## src/rtl/fq_ingress.sv

```systemverilog
// Write side of the fair-queue FIFOs: routes each packet of one input stream, whole,
// to the per-flow FIFO named in its header, dropping packets whose FIFO is full.
module fq_ingress #(
   parameter int NQ = 8,
   parameter int DW = 64,
   parameter int CW = 16
) (
   input  logic                   clk,
   input  logic                   rst,
   input  logic                   in_valid,
   output logic                   in_ready,
   input  logic [DW-1:0]          in_data,
   output logic [NQ-1:0]          fifo_wrreq,
   output logic [NQ-1:0][DW-1:0]  fifo_data,
   input  logic [NQ-1:0]          fifo_full,
   output logic [NQ-1:0][CW-1:0]  drop_cnt,
   output logic [CW-1:0]          err_cnt,
   output logic                   busy
);

   localparam int QW = $clog2(NQ);

   typedef enum logic [1:0] {
      IDLE = 2'd0,
      FWD  = 2'd1,
      DROP = 2'd2
   } state_t;

   state_t          state_r;
   state_t          next_state_s;
   logic [QW-1:0]   cur_q_r;
   logic [QW-1:0]   next_cur_q_s;
   logic [7:0]      remaining_r;
   logic [7:0]      next_rem_s;
   logic [NQ-1:0]   wrreq_r;
   logic [QW-1:0]   hdr_q_s;
   logic [7:0]      hdr_len_s;
   logic [QW-1:0]   wr_q_s;
   logic            ready_s;
   logic            accept_s;
   logic            fwd_s;
   logic            drop_inc_s;
   logic            err_inc_s;

   function automatic logic [CW-1:0] sat_inc(input logic [CW-1:0] v);
      if (&v) begin
         return v;
      end else begin
         return v + {{(CW-1){1'b0}}, 1'b1};
      end
   endfunction

   assign hdr_q_s   = in_data[DW-1 -: QW];
   assign hdr_len_s = in_data[7:0];

   // Readiness is a function of state, cur_q and fifo_full only
   always_comb begin
      ready_s = 1'b0;
      case (state_r)
         IDLE:    ready_s = 1'b1;
         FWD:     ready_s = ~fifo_full[cur_q_r];
         DROP:    ready_s = 1'b1;
         default: ready_s = 1'b0;
      endcase
   end

   assign in_ready = ready_s & ~rst;
   assign accept_s = in_valid & in_ready;

   // Next-state and per-word action decode
   always_comb begin
      next_state_s = state_r;
      next_cur_q_s = cur_q_r;
      next_rem_s   = remaining_r;
      wr_q_s       = cur_q_r;
      fwd_s        = 1'b0;
      drop_inc_s   = 1'b0;
      err_inc_s    = 1'b0;
      case (state_r)
         IDLE: begin
            if (accept_s) begin
               if (hdr_len_s == 8'd0) begin
                  err_inc_s = 1'b1;
               end else begin
                  next_rem_s = hdr_len_s - 8'd1;
                  // Drop decision is taken here once and never revisited mid-packet
                  if (fifo_full[hdr_q_s]) begin
                     drop_inc_s   = 1'b1;
                     next_state_s = (hdr_len_s == 8'd1) ? IDLE : DROP;
                  end else begin
                     fwd_s        = 1'b1;
                     wr_q_s       = hdr_q_s;
                     next_cur_q_s = hdr_q_s;
                     next_state_s = (hdr_len_s == 8'd1) ? IDLE : FWD;
                  end
               end
            end else begin
               next_state_s = IDLE;
            end
         end
         FWD: begin
            if (accept_s) begin
               fwd_s        = 1'b1;
               next_rem_s   = remaining_r - 8'd1;
               next_state_s = (remaining_r <= 8'd1) ? IDLE : FWD;
            end else begin
               next_state_s = FWD;
            end
         end
         DROP: begin
            if (accept_s) begin
               next_rem_s   = remaining_r - 8'd1;
               next_state_s = (remaining_r <= 8'd1) ? IDLE : DROP;
            end else begin
               next_state_s = DROP;
            end
         end
         default: next_state_s = IDLE;
      endcase
   end

   // State, write pipeline and statistics registers
   always_ff @(posedge clk) begin
      if (rst) begin
         state_r     <= IDLE;
         cur_q_r     <= '0;
         remaining_r <= 8'd0;
         wrreq_r     <= '0;
         fifo_data   <= '0;
         drop_cnt    <= '0;
         err_cnt     <= '0;
      end else begin
         state_r     <= next_state_s;
         cur_q_r     <= next_cur_q_s;
         remaining_r <= next_rem_s;
         wrreq_r     <= fwd_s ? ({{(NQ-1){1'b0}}, 1'b1} << wr_q_s) : '0;
         if (fwd_s) begin
            fifo_data[wr_q_s] <= in_data;
         end
         if (drop_inc_s) begin
            drop_cnt[hdr_q_s] <= sat_inc(drop_cnt[hdr_q_s]);
         end
         if (err_inc_s) begin
            err_cnt <= sat_inc(err_cnt);
         end
      end
   end

   // A write registered just before reset must not reach the FIFO while reset is held
   assign fifo_wrreq = wrreq_r & {NQ{~rst}};
   assign busy       = (state_r != IDLE);

endmodule

```

## config.mk

```make
export PLATFORM = sky130hd
export DESIGN_NAME = fq_ingress
export DESIGN_NICKNAME = d
export VERILOG_FILES = /design/src/rtl/fq_ingress.sv
export SDC_FILE = /design/constraint.sdc
export NUM_CORES = 1
export LEC_CHECK = 0
export CORE_AREA = 3 3 290 292
export DETAILED_ROUTE_END_ITERATION = 6
export DIE_AREA = 0 0 293 295
export DONT_BUFFER_PORTS = 1
export MAX_ROUTING_LAYER = met4
export PLACE_DENSITY = 0.55
export RECOVER_POWER = 100
export SETUP_SLACK_MARGIN = 0.1
export SKIP_LAST_GASP = 1
export SYNTH_ARGS = -nofsm -noshare
export SYNTH_HDL_FRONTEND = slang
export SYNTH_SLANG_ARGS = --single-unit
```

## constraint.sdc

```tcl
create_clock -name clk -period 9.8 [get_ports clk]
set_clock_uncertainty 0.05 [all_clocks]
set_input_delay 2.94 -clock clk [delete_from_list [all_inputs] [get_ports clk]]
set_output_delay 2.94 -clock clk [all_outputs]
set_load 0.02 [all_outputs]
```

==> metrics, run 1 <==
Yosys Warn Count 0; die width 293 um; vias 21307; largest cells by area after synthesis dfxtp_1 51%, nand2_1 10%, mux2i_1 7.8%, a21oi_1 6.9%, nor2_1 4.0%; R2R Setup Slk 3.41 ns; hold path start remaining_r[6]$_SDFFE_PP0P_; post-cts sizing count 0; area leader, netlist dfxtp_1; Critical Path RT 6.81 ns; Post-synth ARST share 0; FP Rows 105; MaxCap Viol Count 16; CTS HTree Levels 3; post-route setup TNS 0 ns; GR Overflow Total 0; CTS Buf Count 76; vias in the first global route 19300; failing checks max-capacitance violations, max-slew violations; Clock Sinks 677; area of the mapped netlist 26300 um^2; fin util 0.358; DR WL/cell 25.4 um; layout cells sized above 1 0.0649; R2R Path End fifo_data[427]$_SDFFE_PP0P_; Main synth FF type dfxtp_1; fin crit period 9.15 ns; Detailed Routing Iterations Pass 1 6; leakage 11.3 nW; Post-CTS Setup Bufs 0; reg2reg start state_r[0]$_SDFFE_PP0P_; sequential area share after synthesis 0.514; DR iter-0 viols 1894; Synth Instances 3067; max incr delay on CP 1.44 ns; total power 5.88 mW; R2R depth 10; Remaining DRCs 0; Max VDD drop 0.000206 V; GRT Util Overall 0.228; drt total wl 102 mm; largest net degree at the start of global routing 601; first-pass GRT wire length 143 mm; Synth-to-Final Area Change 11.1%; power per cell area 201 nW/um^2; initial antenna violation count 1; synth unique cells 72; Port Buffer Count 0; CP max-delay cell nor2b_1; Post-DP Area 26800 um^2; Post-CTS Hold Fix Bufs 0; Longest Clk Path Bufs 3; Hold Path End remaining_r[6]$_SDFFE_PP0P_; Synth top area share 0.514; die footprint 86400 um^2; most frequent cells in the layout 719 x nand2_1, 677 x dfxtp_1, 365 x a21oi_1, 280 x nor2_1, 205 x mux2i_1; Hold Crit Class reg -> reg; Slew @ Worst Pin 3.81 ns; Crit Path Class in -> out; Worst Path Max Fanout 600; CP cell instances nor2b_1; critical path's top delay family simple AND/OR/NAND/NOR gates; FF+latch count, synth 677; Nets 2971; CORE AREA 81800 um^2; drt via density 5.31; most common cell after layout, fill and taps aside nand2_1; Setup crit end kind output pin; # IOs 741; Critical Path AT 6.16 ns; hold depth 2; GPL Wtd Cong 0.843; Die Y 295 um; Final ANT Viol Nets 0; Synth Area per Inst 8.59 um^2; RSZ-0062 raised after global routing no; Worst Setup Start Kind primary input; FILL cells 8406; starting density of the core 0.322; CTS root buf clkbuf_16; TritonCTS clock tree yes; Worst-path clk slew 0.05 ns; post-route cell area 29300 um^2; Hold Violations, Final 0; Post-synth EDFFs 0; Mapped Nets 3152; post-detail-place hpwl 68.4 mm; Max Slew Vio Count 1027; status finished, violations left; CP Buf/Inv Count 0; setup violators final 0; crit share post-route 0.934; Worst-Skew Late Latency 0.62 ns; Fmax 0.109 GHz; worst relative slew slack -1.54
[cells in the mapped netlist, types with 23 or more instances]
cell	instances
and3_1	44
nor3_1	43
mux2i_1	205
o21ai_0	44
a21oi_1	364
buf_2	53
a211oi_1	23
dfxtp_1	677
o21bai_1	24
nor2_1	279
clkbuf_1	214
mux4_2	25
nand2_1	719
nand3_1	71
[tightest hold or removal path: cells and delay by family (launching register included)]
kind	cells	cell delay, ns
and+or+nand+nor	1	0.08
DFF	1	0.33
AOI/OAI and AO/OA	1	0.08
[flip-flops by register name, indices dropped and copies added, names as in the netlist]
signal / flops
cur_q_r: 3
state_r: 2
fifo_data: 512
drop_cnt: 128
remaining_r: 8
err_cnt: 16
wrreq_r: 8
[logic make-up (layout without fill, tap and decap cells)]
group,after synthesis,count (layout),share of synthesized area
DFF,677,677,0.514
adders and majority gates,10,10,0.00475
and+or+nand+nor,1249,1249,0.199
muxes,239,239,0.103
xor gates and xnor gates,19,19,0.00660
other,0,3,0
AOI/OAI and AO/OA,563,563,0.125
buffers and inverters,310,184,0.0477
[worst max-delay path by stage]
stage,start,end,slack (ns),cells past startpoint
global placement,fifo_full[5],in_ready,2.56,4
global route,rst,fifo_data[414]$_SDFFE_PP0P_,1.40,9
CTS,fifo_full[5],in_ready,2.50,4
finish,rst,fifo_wrreq[2],0.65,1
detailed placement,fifo_full[5],in_ready,2.51,4
floorplan,fifo_full[5],in_ready,2.71,4
[per-stage QoR]
stage          hold WS, ns  std cells  worst slack, ns
2_1_floorplan        0.421       3067             2.71
4_1_cts              0.470       4011             2.50
5_1_grt              0.514       4013             1.40
3_5_place_dp         0.455       3878             2.51
6_report             0.467       4014            0.646
3_3_place_gp         0.445       3878             2.56
[per-layer routing]
layer  global-route usage  wire [um]  vias up
met5                    -          0        -
met4               0.0811       3770        0
met3               0.0759      10300      177
met2                0.358      48000      923
met1                0.273      39800    10261
li1                     -          -     9946
[power by group]
group / total (mW) / internal (mW) / switching [mW] / leakage, nW
Combinational: 0.146 / 0.0545 / 0.0918 / 4.58
Sequential: 2.82 / 2.78 / 0.0452 / 5.46
Clock: 2.91 / 1.70 / 1.21 / 1.25
[layout make-up]
class	instances	area, um^2	area share
multi-input cells	2080	11500	0.393
well taps	1070	1340	0.0457
clock inverters	19	372	0.0127
repair buffers	30	186	0.00637
clock buffers	114	2220	0.0760
diodes	3	7.51	0.000256
flip-flops and latches	677	13600	0.463
inverters	21	78.8	0.00269
No activity file was read; power rests on OpenSTA's default activity.
==> run 2: changes to the inputs <==
--- a/config.mk
+++ b/config.mk
@@ -6,6 +6,7 @@
 export NUM_CORES = 1
 export LEC_CHECK = 0
 export CORE_AREA = 3 3 290 292
+export CTS_BUF_LIST = sky130_fd_sc_hd__clkbuf_2
 export DETAILED_ROUTE_END_ITERATION = 6
 export DIE_AREA = 0 0 293 295
 export DONT_BUFFER_PORTS = 1
==> run 2 against run 1 <==
Against the previous run:
- the run still ends with max-capacitance violations, max-slew violations left
- critical path depth did not move
- sequential share of layout area rose by 1.7 points
- final cell count rose by 4.2%
- flip-flop and latch count did not move
- register-to-register slack got worse by 0.22 ns
- power fell by 16%
- maximum frequency rose by 4.5%
- core utilization fell by 1.2 points
- combinational power barely moved
- die area did not move
- routed wire length rose by 1.4%
- critical path type unchanged
==> metrics, run 2 (same netlist as run 1, synthesis figures left out) <==
Post-CTS Setup Bufs 0 (unchanged); reg2reg start state_r[0]$_SDFFE_PP0P_; switching share of power 0.274 (+0.0447); Critical Path RT 6.81 ns (about the same); setup violators final 0 (unchanged); Setup crit end kind output pin; Slew @ Worst Pin 3.99 ns (+0.173 ns); Detailed Routing Iterations Pass 1 5 (-1); die footprint 86400 um^2 (unchanged); TritonCTS clock tree yes; # IOs 741 (unchanged); MaxCap Viol Count 16 (unchanged); Largest Register fifo_data; Critical Path AT 5.77 ns (-0.39 ns); DR iter-0 viols 1918 (+1.3%); drt total wl 103 mm (+1.4%); max incr delay on CP 1.30 ns (-0.14 ns); leakage 11.2 nW (-0.51%); worst relative slew slack -1.66 (-0.116); power per cell area 175 nW/um^2 (-13%); initial antenna violation count 3 (+2); Max VDD drop 0.0000904 V (-56%); CORE AREA 81800 um^2 (unchanged); Clock Sinks 677 (unchanged); layout cells sized above 1 0.113 (+0.0485); CP cell instances nor2b_1; Hold Violations, Final 0 (unchanged); Max Slew Vio Count 1042 (+1.5%); largest net degree at the start of global routing 601 (unchanged); fin crit period 8.76 ns (-0.394 ns); Hold Crit Class reg -> reg; Cell Int Power 3.59 mW (-21%); post-route setup TNS 0 ns (unchanged); Crit Path Class in -> out; Port Buffer Count 0 (unchanged); power share of the sequential group 0.569 (+0.089); Post-CTS Hold Fix Bufs 0 (unchanged); DR WL/cell 24.7 um (-2.7%); CP max-delay cell nor2b_1; vias 21955 (+3.0%); Top Registers fifo_data x512, drop_cnt x128, err_cnt x16; FILL cells 8654 (+3.0%); starting density of the core 0.322 (unchanged); die width 293 um (unchanged); Comb pwr share 0.030 (+0.005); CP startpoint rst; post-cts sizing count 0 (unchanged); CP Buf/Inv Count 0 (unchanged); FP Rows 105 (unchanged); R2R depth 10 (unchanged); CTS Buf Count 177 (+130%); Nets 3072 (+3.4%); CTS root buf clkbuf_2; Final ANT Viol Nets 0 (unchanged); GPL Wtd Cong 0.843 (unchanged); hold depth 2 (unchanged); Synth-to-Final Area Change 7.26%; vias in the first global route 20112 (+4.2%); RSZ-0062 raised after global routing no; Longest Clk Path Bufs 3 (unchanged); GRT Util Overall 0.232 (+0.00464); most frequent cells in the layout 719 x nand2_1, 677 x dfxtp_1, 365 x a21oi_1, 280 x nor2_1, 255 x clkbuf_2; max FFs per register 512 (unchanged); total power 4.95 mW (-16%); Fmax 0.114 GHz (+4.5%); CP Depth 1 (unchanged); Die Y 295 um (unchanged); fin util 0.345 (-0.0125); Psw 1.36 mW (+0.46%); first-pass GRT wire length 145 mm (+1.3%); failing checks max-capacitance violations, max-slew violations; crit share post-route 0.894 (-0.0402); hold path start remaining_r[6]$_SDFFE_PP0P_; CTS HTree Levels 4 (+1); Worst-Skew Late Latency 1.45 ns (+0.83 ns); critical path's top delay family simple AND/OR/NAND/NOR gates; Worst Setup Start Kind primary input; clock group share of total power 0.401 (-0.095); Worst-path clk slew 0.09 ns (+0.04 ns); post-detail-place hpwl 68.4 mm (unchanged); Remaining DRCs 0 (unchanged); Worst Path Max Fanout 600 (unchanged); drt via density 5.25 (-1.1%); most common cell after layout, fill and taps aside nand2_1; status finished, violations left; GR Overflow Total 0 (unchanged)
==> run 2: cell types whose count changed in the layout (fill, tap and decap cells not counted), sizes merged <==
cell	before	now
bufinv	4	2
clkbuf	125	265
clkinv	12	30
clkinvlp	2	3
diode	3	9
inv	22	27
==> run 2: final cells by class <==
class | count | area [um^2] | area share
multi-input cells | 2080 | 11500 | 0.408
well taps | 1070 | 1340 | 0.0474
repair buffers | 30 | 185 | 0.00655
flip-flops and latches | 677 | 13600 | 0.480
inverters | 21 | 78.8 | 0.00279
clock buffers | 254 | 1270 | 0.0450
clock inverters | 41 | 287 | 0.0101
diodes | 9 | 22.5 | 0.000797
==> run 2: power groups by stage <==
stage	clock (mW)	sequential, mW	combinational (mW)
final	1.98	2.82	0.148
after global routing	2.21	2.82	0.161
after CTS	2.06	2.82	0.148
after detailed placement	0	2.88	0.147
after global placement	0	2.88	0.145
after floorplan	0	2.87	0.176
==> run 2: per-stage QoR <==
| step | setup slack [ns] | hold slack, ns | cells | area, um^2 |
|---|---|---|---|---|
| after floorplan | 2.71 | 0.421 | 3067 | 26300 |
| after global placement | 2.56 | 0.445 | 3878 | 26800 |
| after detailed placement | 2.51 | 0.455 | 3878 | 26800 |
| after CTS | 2.50 | 0.479 | 4173 | 28400 |
| after global routing | 1.89 | 0.518 | 4180 | 28300 |
| final | 1.04 | 0.479 | 4182 | 28300 |
==> run 2: final timing paths <==
check             slack [ns]                           to
setup / recovery        1.04                fifo_wrreq[2]
hold / removal          0.48  remaining_r[6]$_SDFFE_PP0P_
setup reg to reg        3.19  fifo_data[235]$_SDFFE_PP0P_
hold reg to reg         0.48  remaining_r[6]$_SDFFE_PP0P_
==> run 2: layer usage <==
| metal | up-vias | track usage | share of wire |
|---|---|---|---|
| li1 | 10246 | - | - |
| met1 | 10512 | 0.268 | 0.38 |
| met2 | 1007 | 0.358 | 0.47 |
| met3 | 190 | 0.0905 | 0.11 |
| met4 | 0 | 0.106 | 0.039 |
| met5 | - | - | 0 |
==> run 3: changes to the inputs <==
--- a/config.mk
+++ b/config.mk
@@ -11,7 +11,7 @@
 export DIE_AREA = 0 0 293 295
 export DONT_BUFFER_PORTS = 1
 export MAX_ROUTING_LAYER = met4
-export PLACE_DENSITY = 0.55
+export PLACE_DENSITY = 0.56
 export RECOVER_POWER = 100
 export SETUP_SLACK_MARGIN = 0.1
 export SKIP_LAST_GASP = 1
==> constraint.sdc (replaced) <==
create_clock -name clk -period 7.6 [get_ports clk]
set_clock_uncertainty 0.05 [all_clocks]
set_input_delay 2.28 -clock clk [delete_from_list [all_inputs] [get_ports clk]]
set_output_delay 2.28 -clock clk [all_outputs]
set_load 0.02 [all_outputs]
==> run 3 against run 2 <==
Against the previous run:
- the flow finishes with violations (max-capacitance violations, max-slew violations, negative setup slack)
- first-iteration DRC count is essentially flat
- final cell count grew 0.36%
- clock power grew 33%
- setup slack lost 2.0 ns
- global-route usage shrank 0.081 points
- routed wire length is essentially flat
- worst hold slack lost 0.0067 ns
- combinational power grew 26%
- critical endpoint is now fifo_wrreq[0]
- largest cell class unchanged
- largest power group unchanged
==> metrics, run 3 (same netlist as run 1, synthesis figures left out) <==
Detailed Routing Iterations Pass 1 7 (+2); post-route setup TNS -4.90 ns (-4.90 ns); Synth-to-Final Area Change 7.71%; Clock Sinks 677 (unchanged); Max Slew Vio Count 969 (-7.0%); crit share post-route 1.13; hold depth 2 (unchanged); leakage 11.3 nW (+0.35%); DR iter-0 viols 1919 (+0.052%); CP Buf/Inv Count 0 (unchanged); Worst Setup Start Kind primary input; Hold Violations, Final 0 (unchanged); CP max-delay cell nor2b_1; pre-CTS setup slack 1.64 ns (-0.864 ns); FILL cells 8661 (+0.081%); Longest Clk Path Bufs 3 (unchanged); reg2reg start state_r[0]$_SDFFE_PP0P_; worst relative slew slack -2.02 (-0.365); post-detail-place hpwl 69.2 mm (+1.2%); Final ANT Viol Nets 0 (unchanged); starting density of the core 0.322 (unchanged); initial antenna violation count 6 (+3); Worst-path clk slew 0.09 ns (about the same); vias in the first global route 20150 (+0.19%); hold path start remaining_r[6]$_SDFFE_PP0P_; Slew @ Worst Pin 4.53 ns (+0.548 ns); CTS root buf clkbuf_2; Remaining DRCs 0 (unchanged); GRT Util Overall 0.232 (-0.000805); CP cell instances nor2b_1; power per cell area 228 nW/um^2 (+30%); total power 6.46 mW (+31%); setup violators final 6 (+6); minimum hold slack 0.472 ns (-0.00675 ns); Hold Path End remaining_r[6]$_SDFFE_PP0P_; CORE AREA 81800 um^2 (unchanged); status finished, violations left; vias 21978 (+0.10%); R2R depth 10 (unchanged); die width 293 um (unchanged); final setup margin -0.981 ns (-2.02 ns); Post-DP Area 26900 um^2 (+0.28%); Post-CTS Hold Fix Bufs 0 (unchanged); MaxCap Viol Count 11 (-5); drt total wl 103 mm (about the same); DR WL/cell 24.6 um (-0.35%); Critical Path AT 6.25 ns (+0.48 ns); Setup crit end kind output pin; Top Registers fifo_data x512, drop_cnt x128, err_cnt x16; drt via density 5.24 (-0.25%); post-route cell area 28400 um^2 (+0.42%); Worst-Skew Late Latency 1.43 ns (-0.02 ns); Post-CTS Setup Bufs 0 (unchanged); Hold Crit Class reg -> reg; TritonCTS clock tree yes; GR Overflow Total 0 (unchanged); Nets 3083 (+0.36%); Max VDD drop 0.000120 V (+33%); CTS HTree Levels 4 (unchanged); # IOs 741 (unchanged); RSZ-0062 raised after global routing no; Critical Path RT 5.27 ns (-1.54 ns); post-cts sizing count 0 (unchanged); die footprint 86400 um^2 (unchanged); GPL Wtd Cong 0.851 (+1.0%); most frequent cells in the layout 719 x nand2_1, 677 x dfxtp_1, 365 x a21oi_1, 280 x nor2_1, 252 x clkbuf_2; first-pass GRT wire length 145 mm (-0.24%); Largest Register fifo_data; FP Rows 105 (unchanged); max incr delay on CP 1.87 ns (+0.57 ns); layout cells sized above 1 0.114 (+0.000343); Die Y 295 um (unchanged); R2R Setup Slk 1.42 ns (-1.77 ns); failing checks max-capacitance violations, max-slew violations, negative setup slack; Port Buffer Count 0 (unchanged); R2R Path End fifo_data[299]$_SDFFE_PP0P_; max FFs per register 512 (unchanged); Crit Path Class in -> out; largest net degree at the start of global routing 601 (unchanged); CTS Buf Count 180 (+1.7%); Fmax 0.117 GHz; Worst Path Max Fanout 600 (unchanged); critical path's top delay family simple AND/OR/NAND/NOR gates; most common cell after layout, fill and taps aside nand2_1; fin crit period 8.58 ns
-- run 3: changes by cell type in the layout (fill, tap and decap cells not counted), moves of 2 or more --
cell,change
buf_4,+2
bufinv_16,+2
clkbuf_1,+3
clkbuf_2,-3
clkinv_1,+11
clkinv_2,+2
clkinv_4,-2
clkinv_8,+2
diode_2,-2
-- run 3: layout make-up --
cell class | instances | area [um^2] | area share
flip-flops and latches | 677 | 13600 | 0.478
multi-input cells | 2080 | 11500 | 0.405
well taps | 1070 | 1340 | 0.0472
clock buffers | 250 | 1250 | 0.0441
clock inverters | 54 | 399 | 0.0141
repair buffers | 38 | 234 | 0.00825
inverters | 21 | 80.1 | 0.00282
diodes | 7 | 17.5 | 0.000617
-- run 3: worst min-delay path: cells and delay by family, from the launching register on --
| family | cells | cell delay (ns) |
|---|---|---|
| flops | 1 | 0.34 |
| simple gates | 1 | 0.08 |
| compound gates | 1 | 0.08 |
-- run 3: how the worst max path moves through the flow --
stage	startpoint	to	slack, ns	cells past startpoint
final	rst	fifo_wrreq[0]	-0.98	1
after global routing	rst	fifo_data[166]$_SDFFE_PP0P_	0.74	9
after CTS	cur_q_r[0]$_SDFF_PP0_	in_ready	1.57	4
after detailed placement	fifo_full[5]	in_ready	1.64	4
after global placement	fifo_full[5]	in_ready	1.67	4
after floorplan	fifo_full[5]	in_ready	1.83	4
-- run 3: power breakdown --
group	switching (mW)	total [mW]	internal, mW
logic	0.116	0.187	0.0707
registers	0.0612	3.63	3.57
clock network	1.59	2.64	1.05
total	1.77	6.46	4.69
-- run 3: layer usage --
layer  up-vias  global-route usage  share of wire
met4         0               0.101          0.037
met2      1022               0.357           0.47
met1     10506               0.265           0.38
li1      10260                   -              -
met3       190              0.0950           0.11
met5         -                   -              0
-- run 3: per-stage QoR --
stage,util,std cells
after floorplan,-,3067
after global placement,0.329,3886
after detailed placement,0.329,3886
after CTS,0.349,4190
after global routing,0.347,4197
final,0.347,4197
